[config.mk]
export PLATFORM = sky130hd
export DESIGN_NAME = bf16_result_packer_flat
export DESIGN_NICKNAME = d
export VERILOG_FILES = /design/src/rtl/bf16_result_packer_if.sv /design/src/rtl/bf16_result_packer.sv /design/src/flat_wrapper.sv
export SDC_FILE = /design/constraint.sdc
export NUM_CORES = 1
export LEC_CHECK = 0
export CAP_MARGIN = 5
export CORE_ASPECT_RATIO = 0.6
export CORE_UTILIZATION = 43
export DETAILED_ROUTE_END_ITERATION = 8
export PLACE_DENSITY = 0.87
export SLEW_MARGIN = 20
export SYNTH_ARGS = -nofsm -noshare
export SYNTH_HDL_FRONTEND = slang
export SYNTH_SLANG_ARGS = --single-unit
export TNS_END_PERCENT = 1
[constraint.sdc]
create_clock -name clk -period 2.2 [get_ports clk]
set_input_delay 0.66 -clock clk [delete_from_list [all_inputs] [get_ports clk]]
set_output_delay 0.66 -clock clk [all_outputs]
set_load 0.01 [all_outputs]
[src/rtl/bf16_result_packer_if.sv]
// Handshake bundle between the MAC drain and the result packer.
// Input stream of FP32 values, output stream of packed BF16 words.
interface bf16_result_packer_if #(
    parameter int IN_WIDTH  = 32,
    parameter int OUT_LANES = 2
);
    logic                   in_valid;
    logic                   in_ready;
    logic [IN_WIDTH-1:0]    in_data;
    logic                   in_last;
    logic                   out_valid;
    logic                   out_ready;
    logic [16*OUT_LANES-1:0] out_data;
    logic [OUT_LANES-1:0]   out_lane_mask;
    logic                   out_last;

    modport master (
        output in_valid, in_data, in_last, out_ready,
        input  in_ready, out_valid, out_data,
        input  out_lane_mask, out_last
    );

    modport slave (
        input  in_valid, in_data, in_last, out_ready,
        output in_ready, out_valid, out_data,
        output out_lane_mask, out_last
    );
endinterface

[src/rtl/bf16_result_packer.sv]
// FP32 -> BF16 (RNE) converter that packs OUT_LANES results per word.
// One register stage, then a pack buffer that doubles as the output register.
module bf16_result_packer #(
    parameter int IN_WIDTH  = 32,
    parameter int OUT_LANES = 2,
    parameter bit SAT_EN    = 1'b1
) (
    input  logic clk,
    input  logic rst_n,
    input  logic clear,
    bf16_result_packer_if.slave bus,
    output logic nan_seen,
    output logic ovf_seen
);
    localparam int CW = $clog2(OUT_LANES + 1);

    if (IN_WIDTH != 32) begin : g_bad_width
        $error("bf16_result_packer supports IN_WIDTH=32 only");
    end

    logic        cv_sign;
    logic [7:0]  cv_exp;
    logic [22:0] cv_frac;
    logic        cv_rnd;
    logic [15:0] cv_sum;
    logic [15:0] cv_bf16;
    logic        cv_nan;
    logic        cv_ovf;

    always_comb begin
        cv_sign = bus.in_data[31];
        cv_exp  = bus.in_data[30:23];
        cv_frac = bus.in_data[22:0];
        cv_rnd  = bus.in_data[15]
                & (bus.in_data[16] | (|bus.in_data[14:0]));
        cv_sum  = bus.in_data[31:16] + {15'd0, cv_rnd};
        cv_bf16 = cv_sum;
        cv_nan  = 1'b0;
        cv_ovf  = 1'b0;
        unique case (1'b1)
            (cv_exp == 8'hFF) && (cv_frac != '0): begin
                cv_bf16 = 16'h7FC0;
                cv_nan  = 1'b1;
            end
            (cv_exp == 8'hFF) && (cv_frac == '0): begin
                cv_bf16 = {cv_sign, 8'hFF, 7'h0};
            end
            (cv_exp == 8'h00): begin
                cv_bf16 = 16'h0000;
            end
            default: begin
                if (cv_sum[14:7] == 8'hFF) begin
                    cv_ovf  = 1'b1;
                    cv_bf16 = SAT_EN ? {cv_sign, 15'h7F7F}
                                     : {cv_sign, 8'hFF, 7'h0};
                end
            end
        endcase
    end

    logic                    s1_valid_q, s1_valid_d;
    logic [15:0]             s1_bf16_q, s1_bf16_d;
    logic                    s1_last_q, s1_last_d;
    logic [16*OUT_LANES-1:0] data_q, data_d;
    logic [OUT_LANES-1:0]    mask_q, mask_d;
    logic [CW-1:0]           cnt_q, cnt_d;
    logic                    last_q, last_d;
    logic                    ovalid_q, ovalid_d;
    logic                    nan_q, nan_d;
    logic                    ovf_q, ovf_d;

    logic pack_adv;
    logic in_fire;
    logic move;

    assign pack_adv = !ovalid_q | bus.out_ready;
    assign bus.in_ready = !clear & (!s1_valid_q | pack_adv);
    assign in_fire  = bus.in_valid & bus.in_ready;
    assign move     = s1_valid_q & pack_adv;

    always_comb begin
        s1_valid_d = s1_valid_q;
        s1_bf16_d  = s1_bf16_q;
        s1_last_d  = s1_last_q;
        data_d     = data_q;
        mask_d     = mask_q;
        cnt_d      = cnt_q;
        last_d     = last_q;
        ovalid_d   = ovalid_q;
        nan_d      = nan_q | (in_fire & cv_nan);
        ovf_d      = ovf_q | (in_fire & cv_ovf);

        // A drained word frees the buffer before the new element lands.
        if (ovalid_q & bus.out_ready) begin
            data_d   = '0;
            mask_d   = '0;
            cnt_d    = '0;
            last_d   = 1'b0;
            ovalid_d = 1'b0;
        end

        if (move) begin
            for (int i = 0; i < OUT_LANES; i++) begin
                if (cnt_d == CW'(i)) begin
                    data_d[16*i +: 16] = s1_bf16_q;
                    mask_d[i]          = 1'b1;
                end
            end
            cnt_d    = cnt_d + CW'(1);
            last_d   = s1_last_q;
            ovalid_d = (cnt_d == CW'(OUT_LANES)) | s1_last_q;
        end

        if (in_fire) begin
            s1_valid_d = 1'b1;
            s1_bf16_d  = cv_bf16;
            s1_last_d  = bus.in_last;
        end else if (move) begin
            s1_valid_d = 1'b0;
        end

        if (clear) begin
            s1_valid_d = 1'b0;
            s1_bf16_d  = '0;
            s1_last_d  = 1'b0;
            data_d     = '0;
            mask_d     = '0;
            cnt_d      = '0;
            last_d     = 1'b0;
            ovalid_d   = 1'b0;
            nan_d      = 1'b0;
            ovf_d      = 1'b0;
        end
    end

    always_ff @(posedge clk or negedge rst_n) begin
        if (!rst_n) begin
            s1_valid_q <= 1'b0;
            s1_bf16_q  <= '0;
            s1_last_q  <= 1'b0;
            data_q     <= '0;
            mask_q     <= '0;
            cnt_q      <= '0;
            last_q     <= 1'b0;
            ovalid_q   <= 1'b0;
            nan_q      <= 1'b0;
            ovf_q      <= 1'b0;
        end else begin
            s1_valid_q <= s1_valid_d;
            s1_bf16_q  <= s1_bf16_d;
            s1_last_q  <= s1_last_d;
            data_q     <= data_d;
            mask_q     <= mask_d;
            cnt_q      <= cnt_d;
            last_q     <= last_d;
            ovalid_q   <= ovalid_d;
            nan_q      <= nan_d;
            ovf_q      <= ovf_d;
        end
    end

    assign bus.out_valid     = ovalid_q;
    assign bus.out_data      = data_q;
    assign bus.out_lane_mask = mask_q;
    assign bus.out_last      = last_q;
    assign nan_seen          = nan_q;
    assign ovf_seen          = ovf_q;
endmodule
[src/flat_wrapper.sv]
// flat-port wrapper written by rule: the top's interface ports become plain ports
module bf16_result_packer_flat 
#(
    parameter int IN_WIDTH  = 32,
    parameter int OUT_LANES = 2,
    parameter bit SAT_EN    = 1'b1
)
  (clk, rst_n, clear, nan_seen, ovf_seen, bus_in_valid, bus_in_data, bus_in_last, bus_out_ready, bus_in_ready, bus_out_valid, bus_out_data, bus_out_lane_mask, bus_out_last);
  bf16_result_packer_if #(.IN_WIDTH(IN_WIDTH), .OUT_LANES(OUT_LANES)) bus_i ();
  input  logic clk;
  input  logic rst_n;
  input  logic clear;
  output logic nan_seen;
  output logic ovf_seen;
  input wire logic [$bits(bus_i.in_valid)-1:0] bus_in_valid;
  input wire logic [$bits(bus_i.in_data)-1:0] bus_in_data;
  input wire logic [$bits(bus_i.in_last)-1:0] bus_in_last;
  input wire logic [$bits(bus_i.out_ready)-1:0] bus_out_ready;
  output wire logic [$bits(bus_i.in_ready)-1:0] bus_in_ready;
  output wire logic [$bits(bus_i.out_valid)-1:0] bus_out_valid;
  output wire logic [$bits(bus_i.out_data)-1:0] bus_out_data;
  output wire logic [$bits(bus_i.out_lane_mask)-1:0] bus_out_lane_mask;
  output wire logic [$bits(bus_i.out_last)-1:0] bus_out_last;
  assign bus_i.in_valid = bus_in_valid;
  assign bus_i.in_data = bus_in_data;
  assign bus_i.in_last = bus_in_last;
  assign bus_i.out_ready = bus_out_ready;
  assign bus_in_ready = bus_i.in_ready;
  assign bus_out_valid = bus_i.out_valid;
  assign bus_out_data = bus_i.out_data;
  assign bus_out_lane_mask = bus_i.out_lane_mask;
  assign bus_out_last = bus_i.out_last;
  bf16_result_packer #(.IN_WIDTH(IN_WIDTH), .OUT_LANES(OUT_LANES), .SAT_EN(SAT_EN)) u_core (.clk(clk), .rst_n(rst_n), .clear(clear), .bus(bus_i), .nan_seen(nan_seen), .ovf_seen(ovf_seen));
endmodule
==> summary.txt, run 1 <==
Clock tree
  – CTS tree: built
  – H-tree depth: 3
  – Post-CTS Hold Buffers: 0
  – Root buffer cell: clkbuf_8
  – Maximum clock path buffer count: 2
  – Sink Count: 58
  – CTS clk-pin slew, worst paths: about 60 ps
  – Worst-Skew Late Latency: 340 ps
  – Num CTS Buffers: 9

Layout
  – Register area: 1450 um2
  – Syn-to-layout area delta: 52.9%
  – Share of cells above drive strength 1: about 28%
  – Design area: roughly 4200 um2
  – Non-filler cells, final: 461
  – Ant. Diodes: 0
  – Commonest non-fill, non-tap cells in the layout: 58 x dfrtp_1, 57 x clkdlybuf4s50_1, 46 x buf_4, 31 x a22o_1, 21 x nand2_1
  – Nets: just over 400
  – Most common cell after layout, fill and taps aside: dfrtp_1
  – Area taken by multi-input logic gates: 1330 um2
  – Filler cell count: 440

Detailed routing
  – DRC viols: 0
  – Vias: around 2.6k
  – First-pass DRT Iterations: 5
  – DRT iter0 DRCs: around 200
  – Routed len/inst: between 15 and 20 um
  – Final WL: 7810 um
  – Routed Antenna Nets: 0
  – Via density: ~5.7

Power and ir drop
  – Tot Pwr: between 2 and 2.5 mW
  – Pint: roughly 1.7 mW
  – Pwr Density: roughly 570 nW/um2
  – VDD IR max: between 300 and 400 uV
  – Leak Pwr: approximately 1.9 nW
  – Switching part of the total: between 20% and 30%
  – Flop pwr share: between 40 and 50%
  – Clk network pwr share: between 30% and 40%
  – Logic gate share of total power: 15.6%
  – Sw Pwr: ~0.65 mW

Critical path
  – Crit end category: output port
  – CP required: 1540 ps
  – CP Class: input port to output port
  – Worst-path cell chain: clkdlybuf4s15_1 > nor2b_2 > and2_4 > nor2_2 > clkdlybuf4s15_2
  – Worst EP arrival: 1490 ps
  – Kind of launch point of the worst setup path: input port
  – CP max stage delay: around 230 ps
  – R2R cell count: 7
  – Crit-path max FO: 3
  – CP max stage cell: clkdlybuf4s15_1

Yosys
  – Yosys Warn Count: 0
  – Gate Count Post-Synth: 250
  – Register area share after synthesis: ~53%
  – Post-Synth XOR/XNOR Area: roughly 3.2%
  – Simple-gate area share of the yosys netlist: between 10% and 20%
  – Post-synthesis mux area share: 1.09%
  – Syn_area_per_cell: about 11 um2
  – Synth Register Bits: a little under 60
  – Distinct cells, synth: 44
  – Adder-cell share of the synthesized area: under 10%
  – Synthesized area: 2760 um2
  – Compound-Gate Fraction of Synth Area: between 20 and 25%
  – Main combinational cell family by area after synthesis: compound AO/OA/AOI/OAI gates
  – Post-synthesis net count: 292

STA
  – Final WS setup: 46.6 ps
  – RSZ-0062 raised after global routing: false
  – Min Hold Slack: around 220 ps
  – FMAX: approximately 0.46 GHz
  – Post-route clock skew: between 9 and 10 ps
  – Period utilization: a little over nine tenths
  – # setup viols final: 0
  – Hold Fails Final Rpt: 0
  – Fin crit period: 2150 ps
  – Worst rel slew slack: 55.6%
  – Worst slew pin tran: between 600 and 700 ps
  – Slew Viols, Final: 0

Floorplanning
  – Die width: roughly 110 um
  – Row Count: 22
  – Die area: roughly 6700 um2
  – # IOs: a little under 80
  – Initial Utilization: between 40 and 50%
  – Die Height: 64.0 um
  – Core box area: 6140 um2

Placed design
  – PortBufs: 76
  – Post-DP Area: around 3900 um2
  – Place WS: -777 ps
  – Placed Instances: roughly 440
  – GP Congestion: just under 0.9
  – Post-DP HPWL: approximately 5600 um

GRT
  – Grt ovf: 0
  – Largest net degree at the start of global routing: 47
  – Total GRT Usage: around a quarter
  – First-pass GRT wire length: ~13000 um
  – Number of global-route vias before repair: approximately 2.6k
  – Initial antenna violation count: 0

Job
  – Max Cap Violations: 0

Min path
  – Min-Delay Path Class: input port to asynchronous set/reset pin

Status
  – Status: complete, no violations
-- critical path, delay by kind of cell --
kind                   cells  cell delay [ps]
buffers and inverters      2              450
and+or+nand+nor            3              390
-- Yosys cell counts --
cell	count	share of area [%]
a41oi_1	1	0.32
o21a_1	2	0.54
nor3_1	3	0.54
and3_1	2	0.45
a211oi_1	2	0.54
nand3b_1	1	0.27
a32o_1	1	0.36
or4_1	3	0.82
a32oi_1	2	0.64
xnor2_1	9	2.9
nand4_1	5	1.1
and2_4	1	0.32
o2111a_1	1	0.41
mux2i_1	3	1.1
o21ai_0	7	1.3
nor2b_4	1	0.50
xor2_1	1	0.32
a21o_2	1	0.32
ha_1	4	1.8
a211o_1	1	0.32
or2_2	3	0.68
nor2b_1	2	0.45
a22o_2	6	2.2
a221oi_1	1	0.32
a21oi_1	7	1.3
nor2_1	12	1.6
a221oi_2	1	0.54
or4_4	1	0.41
a21o_1	1	0.27
and4_1	1	0.32
nor4_1	10	2.3
inv_1	7	0.95
and2_1	3	0.68
a31o_2	1	0.32
nand3_1	10	1.8
or3_1	1	0.23
nand2_1	22	3.0
dfrtp_1	58	53
o31ai_1	1	0.27
a22o_1	31	9.8
a221o_1	6	2.2
clkbuf_1	10	1.4
buf_6	3	1.2
a2111oi_0	1	0.32
-- per-layer routing --
| metal | part of all wire, % | global-route usage [%] | routed length (um) | up-vias |
|---|---|---|---|---|
| li1 | - | - | - | 1200 |
| met1 | 47 | 35.2 | 3640 | 1258 |
| met2 | 45 | 37.1 | 3480 | 137 |
| met3 | 7.4 | 7.35 | 580 | 10 |
| met4 | 1.3 | 9.86 | 104 | 0 |
| met5 | 0 | 0 | 0 | - |
-- cells by family after synthesis --
family                   after synthesis
AND/OR/NAND/NOR                       81
AO/OA/AOI/OAI                         74
flip-flops                            58
buffers and inverters                 20
XOR/XNOR                              10
adder cells (fa/ha/maj)                4
multiplexers                           3
-- path summary, 6_finish.rpt --
| path | startpoint | end | slack, ps |
|---|---|---|---|
| max in group asynchronous | rst_n | u_core.s1_bf16_q[9]$_DFFE_PN0P_ | 1450 |
| min in group clk | u_core.ovf_seen$_DFF_PN0_ | u_core.ovf_seen$_DFF_PN0_ | 490 |
| min reg2reg | u_core.ovf_seen$_DFF_PN0_ | u_core.ovf_seen$_DFF_PN0_ | 490 |
| max reg2reg | u_core.bus.out_valid$_DFFE_PN0P_ | u_core.bus.out_data[13]$_DFF_PN0_ | 330 |
| min | rst_n | u_core.s1_last_q$_DFFE_PN0P_ | 220 |
| max | bus_out_ready | bus_in_ready | 50 |
-- power by group through the flow --
stage / registers (mW) / logic (mW) / clock network (mW)
finish: 1.14 / 0.372 / 0.875
global placement: 1.16 / 0.347 / 0
floorplan: 1.15 / 0.130 / 0
CTS: 1.14 / 0.363 / 0.888
detailed placement: 1.16 / 0.357 / 0
global route: 1.14 / 0.403 / 0.940
-- area by class of cell --
class	count	share of cell area, %
sequential	58	34.4
clock buffer	10	3.26
inverter	7	0.623
clock inverter	6	1.01
tap	84	2.49
timing repair buffer	124	26.6
multi-input combinational	172	31.6
-- stage by stage --
step	TNS (ps)	utilization [%]
finish	0	68.7
global route	0	68.7
CTS	0	68.1
detailed placement	-31890	64.0
global placement	-28200	64.0
floorplan	-1720	-
-- sequential cells by signal, summed over array words and instances (netlist names) --
signal,cells
u_core.bus.out_data,32
u_core.s1_bf16_q,16
u_core.bus.out_lane_mask,2
u_core.cnt_q,2
u_core.bus.out_last,1
u_core.bus.out_valid,1
u_core.nan_seen,1
u_core.ovf_seen,1
u_core.s1_last_q,1
u_core.s1_valid_q,1
-- what timing repair did --
item,in CTS,in global routing
gates resized for setup,37,17
pin swaps,7,9
setup buffers,1,1
setup endpoints to repair,46,40
Note: power is estimated with default switching activity, not from simulation.
==> inputs of run 2 (changes only) <==
--- a/config.mk
+++ b/config.mk
@@ -10,6 +10,7 @@
 export CORE_UTILIZATION = 43
 export DETAILED_ROUTE_END_ITERATION = 8
 export PLACE_DENSITY = 0.87
+export SETUP_SLACK_MARGIN = 0.2
 export SLEW_MARGIN = 20
 export SYNTH_ARGS = -nofsm -noshare
 export SYNTH_HDL_FRONTEND = slang
==> summary.txt, run 2 (synthesis gave the netlist of run 1 again) <==
Status
  – Status: complete, no violations

STA
  – Hold Fails Final Rpt: 0 (unchanged)
  – # setup viols final: 0 (unchanged)
  – Worst slew pin tran: 659 ps (-5.00 ps)
  – FMAX: 0.477 GHz (+2.8%)
  – Post-route clock skew: 5.41 ps (-3.74 ps)
  – RSZ-0062 raised after global routing: true
  – Worst rel slew slack: 55.9% (+0.33 points)
  – Period utilization: 95.2% (-2.7 points)
  – Final WS setup: 106 ps (+59.1 ps)
  – Fin crit period: 2090 ps (-59.1 ps)
  – Slew Viols, Final: 0 (unchanged)

Detailed routing
  – Final WL: 7680 um (-1.6%)
  – Routed len/inst: 16.7 um (-1.6%)
  – First-pass DRT Iterations: 4 (-1)
  – DRT iter0 DRCs: 209 (+6.1%)
  – Vias: 2624 (+0.73%)
  – Via density: 5.69 (+0.73%)
  – Routed Antenna Nets: 0 (unchanged)
  – DRC viols: 0 (unchanged)

GRT
  – Total GRT Usage: 25.2% (about the same)
  – Number of global-route vias before repair: 2579 (-0.15%)
  – Largest net degree at the start of global routing: 47 (unchanged)
  – Initial antenna violation count: 0 (unchanged)
  – First-pass GRT wire length: 12900 um (-0.16%)
  – Grt ovf: 0 (unchanged)

Clock tree
  – CTS tree: built
  – Post-CTS Hold Buffers: 0 (unchanged)
  – H-tree depth: 3 (unchanged)
  – Maximum clock path buffer count: 2 (unchanged)
  – Sink Count: 58 (unchanged)
  – Num CTS Buffers: 9 (unchanged)
  – Worst-Skew Late Latency: 340 ps (about the same)
  – Root buffer cell: clkbuf_8
  – CTS clk-pin slew, worst paths: 70 ps (about the same)

Floorplanning
  – Row Count: 22 (unchanged)
  – # IOs: 77 (unchanged)
  – Initial Utilization: 44.9% (unchanged)
  – Core box area: 6140 um2 (unchanged)
  – Die width: 105 um (unchanged)
  – Die Height: 64.0 um (unchanged)
  – Die area: 6750 um2 (unchanged)

Critical path
  – Worst setup path startpoint: bus_in_data[15]
  – R2R cell count: 7 (unchanged)
  – Critical R2R Launch: u_core.bus.out_valid$_DFFE_PN0P_
  – CP required: 2470 ps (+930 ps)
  – Crit end category: flop
  – CP Class: input port to flop
  – Crit-path max FO: 7 (+4)
  – R2R setup slack: 380 ps (+50 ps)
  – Worst EP arrival: 2370 ps (+880 ps)
  – Kind of launch point of the worst setup path: input port
  – Worst reg2reg path endpoint: u_core.bus.out_data[2]$_DFF_PN0_

Layout
  – Register area: 1450 um2 (unchanged)
  – Max reg flops: 32 (unchanged)
  – Most common cell after layout, fill and taps aside: dfrtp_1
  – Filler cell count: 449 (+2.0%)
  – Area taken by multi-input logic gates: 1300 um2 (-2.3%)
  – Post-layout util: 68.4% (-0.33 points)
  – Nets: 414 (unchanged)
  – Ant. Diodes: 0 (unchanged)
  – Syn-to-layout area delta: 52.2%
  – Share of cells above drive strength 1: 26.5% (-1.1 points)
  – Commonest non-fill, non-tap cells in the layout: 58 x dfrtp_1, 56 x clkdlybuf4s50_1, 45 x buf_4, 31 x a22o_1, 22 x nand2_1

Power and ir drop
  – Switching part of the total: 27.2% (-0.27 points)
  – Clk network pwr share: 36.6% (about the same)
  – Sw Pwr: 0.646 mW (-1.4%)
  – Tot Pwr: 2.38 mW (-0.39%)
  – Pint: 1.73 mW (about the same)
  – Pwr Density: 567 nW/um2 (about the same)
  – VDD IR max: 307 uV (-2.1%)
  – Flop pwr share: 47.9% (+0.2 points)
  – Leak Pwr: 1.87 nW (-1.2%)
  – Logic gate share of total power: 15.4% (-0.2 points)

Placed design
  – Place WS: -777 ps (unchanged)
  – Post-DP HPWL: 5560 um (unchanged)
  – PortBufs: 76 (unchanged)
  – GP Congestion: 0.880 (unchanged)

Min path
  – Min-Delay Path Class: input port to asynchronous set/reset pin

Job
  – Max Cap Violations: 0 (unchanged)
[run 2: changes by cell type in the layout (fill, tap and decap cells not counted), sizes merged]
cell and change:
clkbuf -2, clkdlybuf4s50 -1, buf +3, clkdlybuf4s15 +3
dlymetal6s2s -3
[run 2: cell type report]
cell class	count	area share [%]
Timing Repair Buffer	124	27.0
Inverter	7	0.626
Clock inverter	6	1.01
Multi-Input combinational cell	172	31.0
Clock buffer	10	3.28
Tap cell	84	2.50
Sequential cell	58	34.6
[run 2: per-stage QoR]
stage	setup TNS, ps	cells	hold slack, ps	area [um2]
2_1_floorplan	-1720	250	364	2780
3_3_place_gp	-28200	443	473	3930
3_5_place_dp	-31890	443	475	3930
4_1_cts	0	460	208	4170
5_1_grt	0	461	218	4200
6_report	0	461	214	4200
[run 2: worst max-delay path by stage]
stage | end | slack, ps | depth (start not counted)
2_1_floorplan | u_core.s1_bf16_q[1]$_DFFE_PN0P_ | -130 | 8
3_3_place_gp | u_core.s1_bf16_q[7]$_DFFE_PN0P_ | -670 | 8
3_5_place_dp | u_core.s1_bf16_q[7]$_DFFE_PN0P_ | -780 | 8
4_1_cts | u_core.s1_bf16_q[1]$_DFFE_PN0P_ | 130 | 8
5_1_grt | u_core.bus.out_data[2]$_DFF_PN0_ | 60 | 8
6_report | u_core.s1_bf16_q[4]$_DFFE_PN0P_ | 110 | 8
[run 2: layer usage]
metal / wire (um) / part of all wire, % / up-vias / track usage (%)
li1: - / - / 1201 / -
met1: 3490 / 45 / 1270 / 35.4
met2: 3480 / 45 / 143 / 37.3
met3: 622 / 8.1 / 10 / 7.04
met4: 94 / 1.2 / 0 / 9.33
met5: 0 / 0 / - / 0
[run 2: timing repair]
| item | 4_1_cts | 5_1_grt |
|---|---|---|
| gates cloned | 0 | 0 |
| endpoints found under the setup margin | 54 | 50 |
| pin swaps | 9 | 5 |
| gates resized for setup | 56 | 1 |
| buffers inserted | 1 | 1 |
[run 2: worst max-delay path, stage by stage]
cell and delay [ps]:
buf_6 70, and2_4 160, ha_4 140, nand3_2 90
or4_4 530, a221oi_4 340, and2_4 240, a221o_1 130
[run 2: power by group through the flow]
stage | registers [mW] | clock network [mW] | logic, mW
final | 1.14 | 0.871 | 0.367
after global placement | 1.16 | 0 | 0.347
after floorplan | 1.15 | 0 | 0.130
after CTS | 1.14 | 0.888 | 0.362
after global routing | 1.14 | 0.945 | 0.399
after detailed placement | 1.16 | 0 | 0.357
==> inputs of run 3 (changes only) <==
--- a/config.mk
+++ b/config.mk
@@ -7,9 +7,10 @@
 export LEC_CHECK = 0
 export CAP_MARGIN = 5
 export CORE_ASPECT_RATIO = 0.6
-export CORE_UTILIZATION = 43
+export CORE_UTILIZATION = 48
 export DETAILED_ROUTE_END_ITERATION = 8
-export PLACE_DENSITY = 0.87
+export GPL_ROUTABILITY_DRIVEN = 0
+export PLACE_DENSITY = 0.91
 export SETUP_SLACK_MARGIN = 0.2
 export SLEW_MARGIN = 20
 export SYNTH_ARGS = -nofsm -noshare
==> constraint.sdc (replaced) <==
create_clock -name clk -period 2.35 [get_ports clk]
set_input_delay 0.705 -clock clk [delete_from_list [all_inputs] [get_ports clk]]
set_output_delay 0.705 -clock clk [all_outputs]
set_load 0.01 [all_outputs]
==> summary.txt, run 3 (synthesis gave the netlist of run 1 again) <==
Status
  – Status: complete, no violations

Clock tree
  – CTS tree: built
  – Sink Count: 58 (unchanged)
  – H-tree depth: 3 (unchanged)
  – Maximum clock path buffer count: 2 (unchanged)
  – Worst-Skew Late Latency: 350 ps (about the same)
  – Num CTS Buffers: 9 (unchanged)
  – Post-CTS Hold Buffers: 0 (unchanged)
  – CTS clk-pin slew, worst paths: 80 ps (about the same)
  – Root buffer cell: clkbuf_8

Floorplanning
  – Die width: 99.9 um (-5.3%)
  – Row Count: 20 (-9.1%)
  – Die Height: 60.7 um (-5.2%)
  – # IOs: 77 (unchanged)
  – Initial Utilization: 52.2% (+7.3 points)
  – Die area: 6060 um2 (-10%)
  – Core box area: 5280 um2 (-14%)

STA
  – Fin crit period: roughly 2200 ps
  – Worst rel slew slack: 67.3% (+11 points)
  – Hold Fails Final Rpt: 0 (unchanged)
  – RSZ-0062 raised after global routing: true
  – Post-route clock skew: 12.8 ps (+7.42 ps)
  – FMAX: between 0.4 and 0.5 GHz
  – Period utilization: 92.6%
  – Final WS setup: 174 ps (+68.0 ps)
  – # setup viols final: 0 (unchanged)
  – Slew Viols, Final: 0 (unchanged)
  – Worst slew pin tran: 489 ps (-170 ps)

GRT
  – Total GRT Usage: 30.1% (+4.8 points)
  – Largest net degree at the start of global routing: 35 (-26%)
  – First-pass GRT wire length: 13300 um (+3.2%)
  – Initial antenna violation count: 0 (unchanged)
  – Number of global-route vias before repair: 2635 (+2.2%)
  – Grt ovf: 0 (unchanged)

Power and ir drop
  – VDD IR max: 337 uV (+9.8%)
  – Pwr Density: 535 nW/um2 (-5.6%)
  – Leak Pwr: 1.88 nW (+0.95%)

Placed design
  – Placed Instances: 434 (-2.0%)
  – Place WS: -660 ps (+117 ps)
  – PortBufs: 76 (unchanged)
  – Post-DP HPWL: 5790 um (+4.0%)

Detailed routing
  – Wire length on met1: 3490 um (about the same)
  – DR top layer: met4
  – Met2 wire len: 3840 um (+11%)
  – DRT iter0 DRCs: 194 (-7.2%)
  – Met3 routed wirelength: 911 um (+46%)
  – Final WL: 8470 um (+10%)
  – Vias: 2691 (+2.6%)
  – Via density: 5.91 (+3.9%)
  – Routed Antenna Nets: 0 (unchanged)
  – Routed len/inst: 18.6 um (+12%)
  – DRC viols: 0 (unchanged)
  – First-pass DRT Iterations: 5 (+1)

Critical path
  – CP max stage cell: or4_4
  – CP max stage delay: 530 ps (about the same)
  – Buf/Inv on CP: 2 (+1)
  – Crit end category: flop
  – Kind of launch point of the worst setup path: input port
  – CP required: 2560 ps (+90 ps)
  – Worst-path cell chain: dlygate4sd2_1 > or4_4 > o2111a_1 > nor2b_4 > buf_4 > a221o_1
  – CP Class: input port to flop
  – Crit-path max FO: 5 (-2)
  – Critical path's top delay family: simple AND/OR/NAND/NOR gates
  – Worst EP arrival: 2390 ps (+20 ps)

Layout
  – Non-filler cells, final: 455 (-1.3%)
  – Filler cell count: 316 (-30%)
  – Max reg flops: 32 (unchanged)
  – Area taken by multi-input logic gates: 1320 um2 (+1.3%)
  – Syn-to-layout area delta: 51.8%
  – Share of cells above drive strength 1: 27.0% (+0.46 points)
  – Commonest non-fill, non-tap cells in the layout: 58 x dfrtp_1, 56 x clkdlybuf4s50_1, 47 x buf_4, 31 x a22o_1, 21 x nand2_1
  – Register area: 1450 um2 (unchanged)
  – Nets: 415 (+0.24%)
  – Most common cell after layout, fill and taps aside: dfrtp_1
  – Ant. Diodes: 0 (unchanged)

Job
  – Max Cap Violations: 0 (unchanged)

Min path
  – Min-Delay Path Class: input port to asynchronous set/reset pin
==> run 3: changes by cell type in the layout (fill, tap and decap cells not counted), sizes merged <==
cell | previous run | this run
buf | 53 | 54
clkbuf | 10 | 11
clkdlybuf4s15 | 5 | 3
dlymetal6s2s | 0 | 1
==> run 3: final timing paths <==
kind	depth (start not counted)	from	slack, ps	endpoint
setup / recovery	6	bus_in_data[27]	170	u_core.s1_bf16_q[4]$_DFFE_PN0P_
hold / removal	2	rst_n	360	u_core.bus.out_data[20]$_DFF_PN0_
setup reg to reg	9	u_core.bus.out_valid$_DFFE_PN0P_	500	u_core.bus.out_data[7]$_DFF_PN0_
hold reg to reg	1	u_core.bus.out_data[5]$_DFF_PN0_	500	u_core.bus.out_data[5]$_DFF_PN0_
max in group asynchronous	2	rst_n	1640	u_core.s1_bf16_q[11]$_DFFE_PN0P_
min in group clk	1	u_core.bus.out_data[5]$_DFF_PN0_	500	u_core.bus.out_data[5]$_DFF_PN0_
==> run 3: stage by stage <==
stage	instance area, um2	setup TNS, ps	hold slack, ps	total power, mW	utilization, %
6_report	4190	0	356	2.24	79.3
2_1_floorplan	2780	-156	409	1.20	-
5_1_grt	4190	0	372	2.33	79.3
3_5_place_dp	3890	-18570	478	1.42	73.8
4_1_cts	4130	0	361	2.22	78.3
3_3_place_gp	3890	-15190	478	1.40	73.8
==> run 3: where the power goes <==
group / total, mW / internal [mW] / switching (mW)
clock network: 0.822 / 0.408 / 0.414
logic: 0.350 / 0.179 / 0.171
registers: 1.07 / 1.03 / 0.0354
total: 2.24 / 1.62 / 0.620
==> run 3: final cells by class <==
type / instances / area share, %
multi-input cells: 172 / 31.5
inverters: 7 / 0.628
well taps: 77 / 2.30
clock inverters: 6 / 1.02
flip-flops and latches: 58 / 34.7
repair buffers: 125 / 26.6
clock buffers: 10 / 3.29
==> run 3: worst register-to-register path, delay by kind of cell (launching register included) <==
| family | cells | cell delay (ps) |
|---|---|---|
| AND/OR/NAND/NOR | 4 | 530 |
| buffers and inverters | 3 | 570 |
| adder cells (fa/ha/maj) | 1 | 130 |
| flip-flops | 1 | 350 |
| AO/OA/AOI/OAI | 1 | 210 |
==> run 3: layer usage <==
layer	GRT usage (%)	vias up
li1	-	1200
met5	0	-
met1	40.3	1276
met4	12.0	0
met3	8.76	28
met2	47.2	187
==> run 3: timing repair <==
item,4_1_cts,5_1_grt
endpoints found under the setup margin,52,30
pin swaps,10,9
gates resized for setup,45,12
buffers inserted,3,2
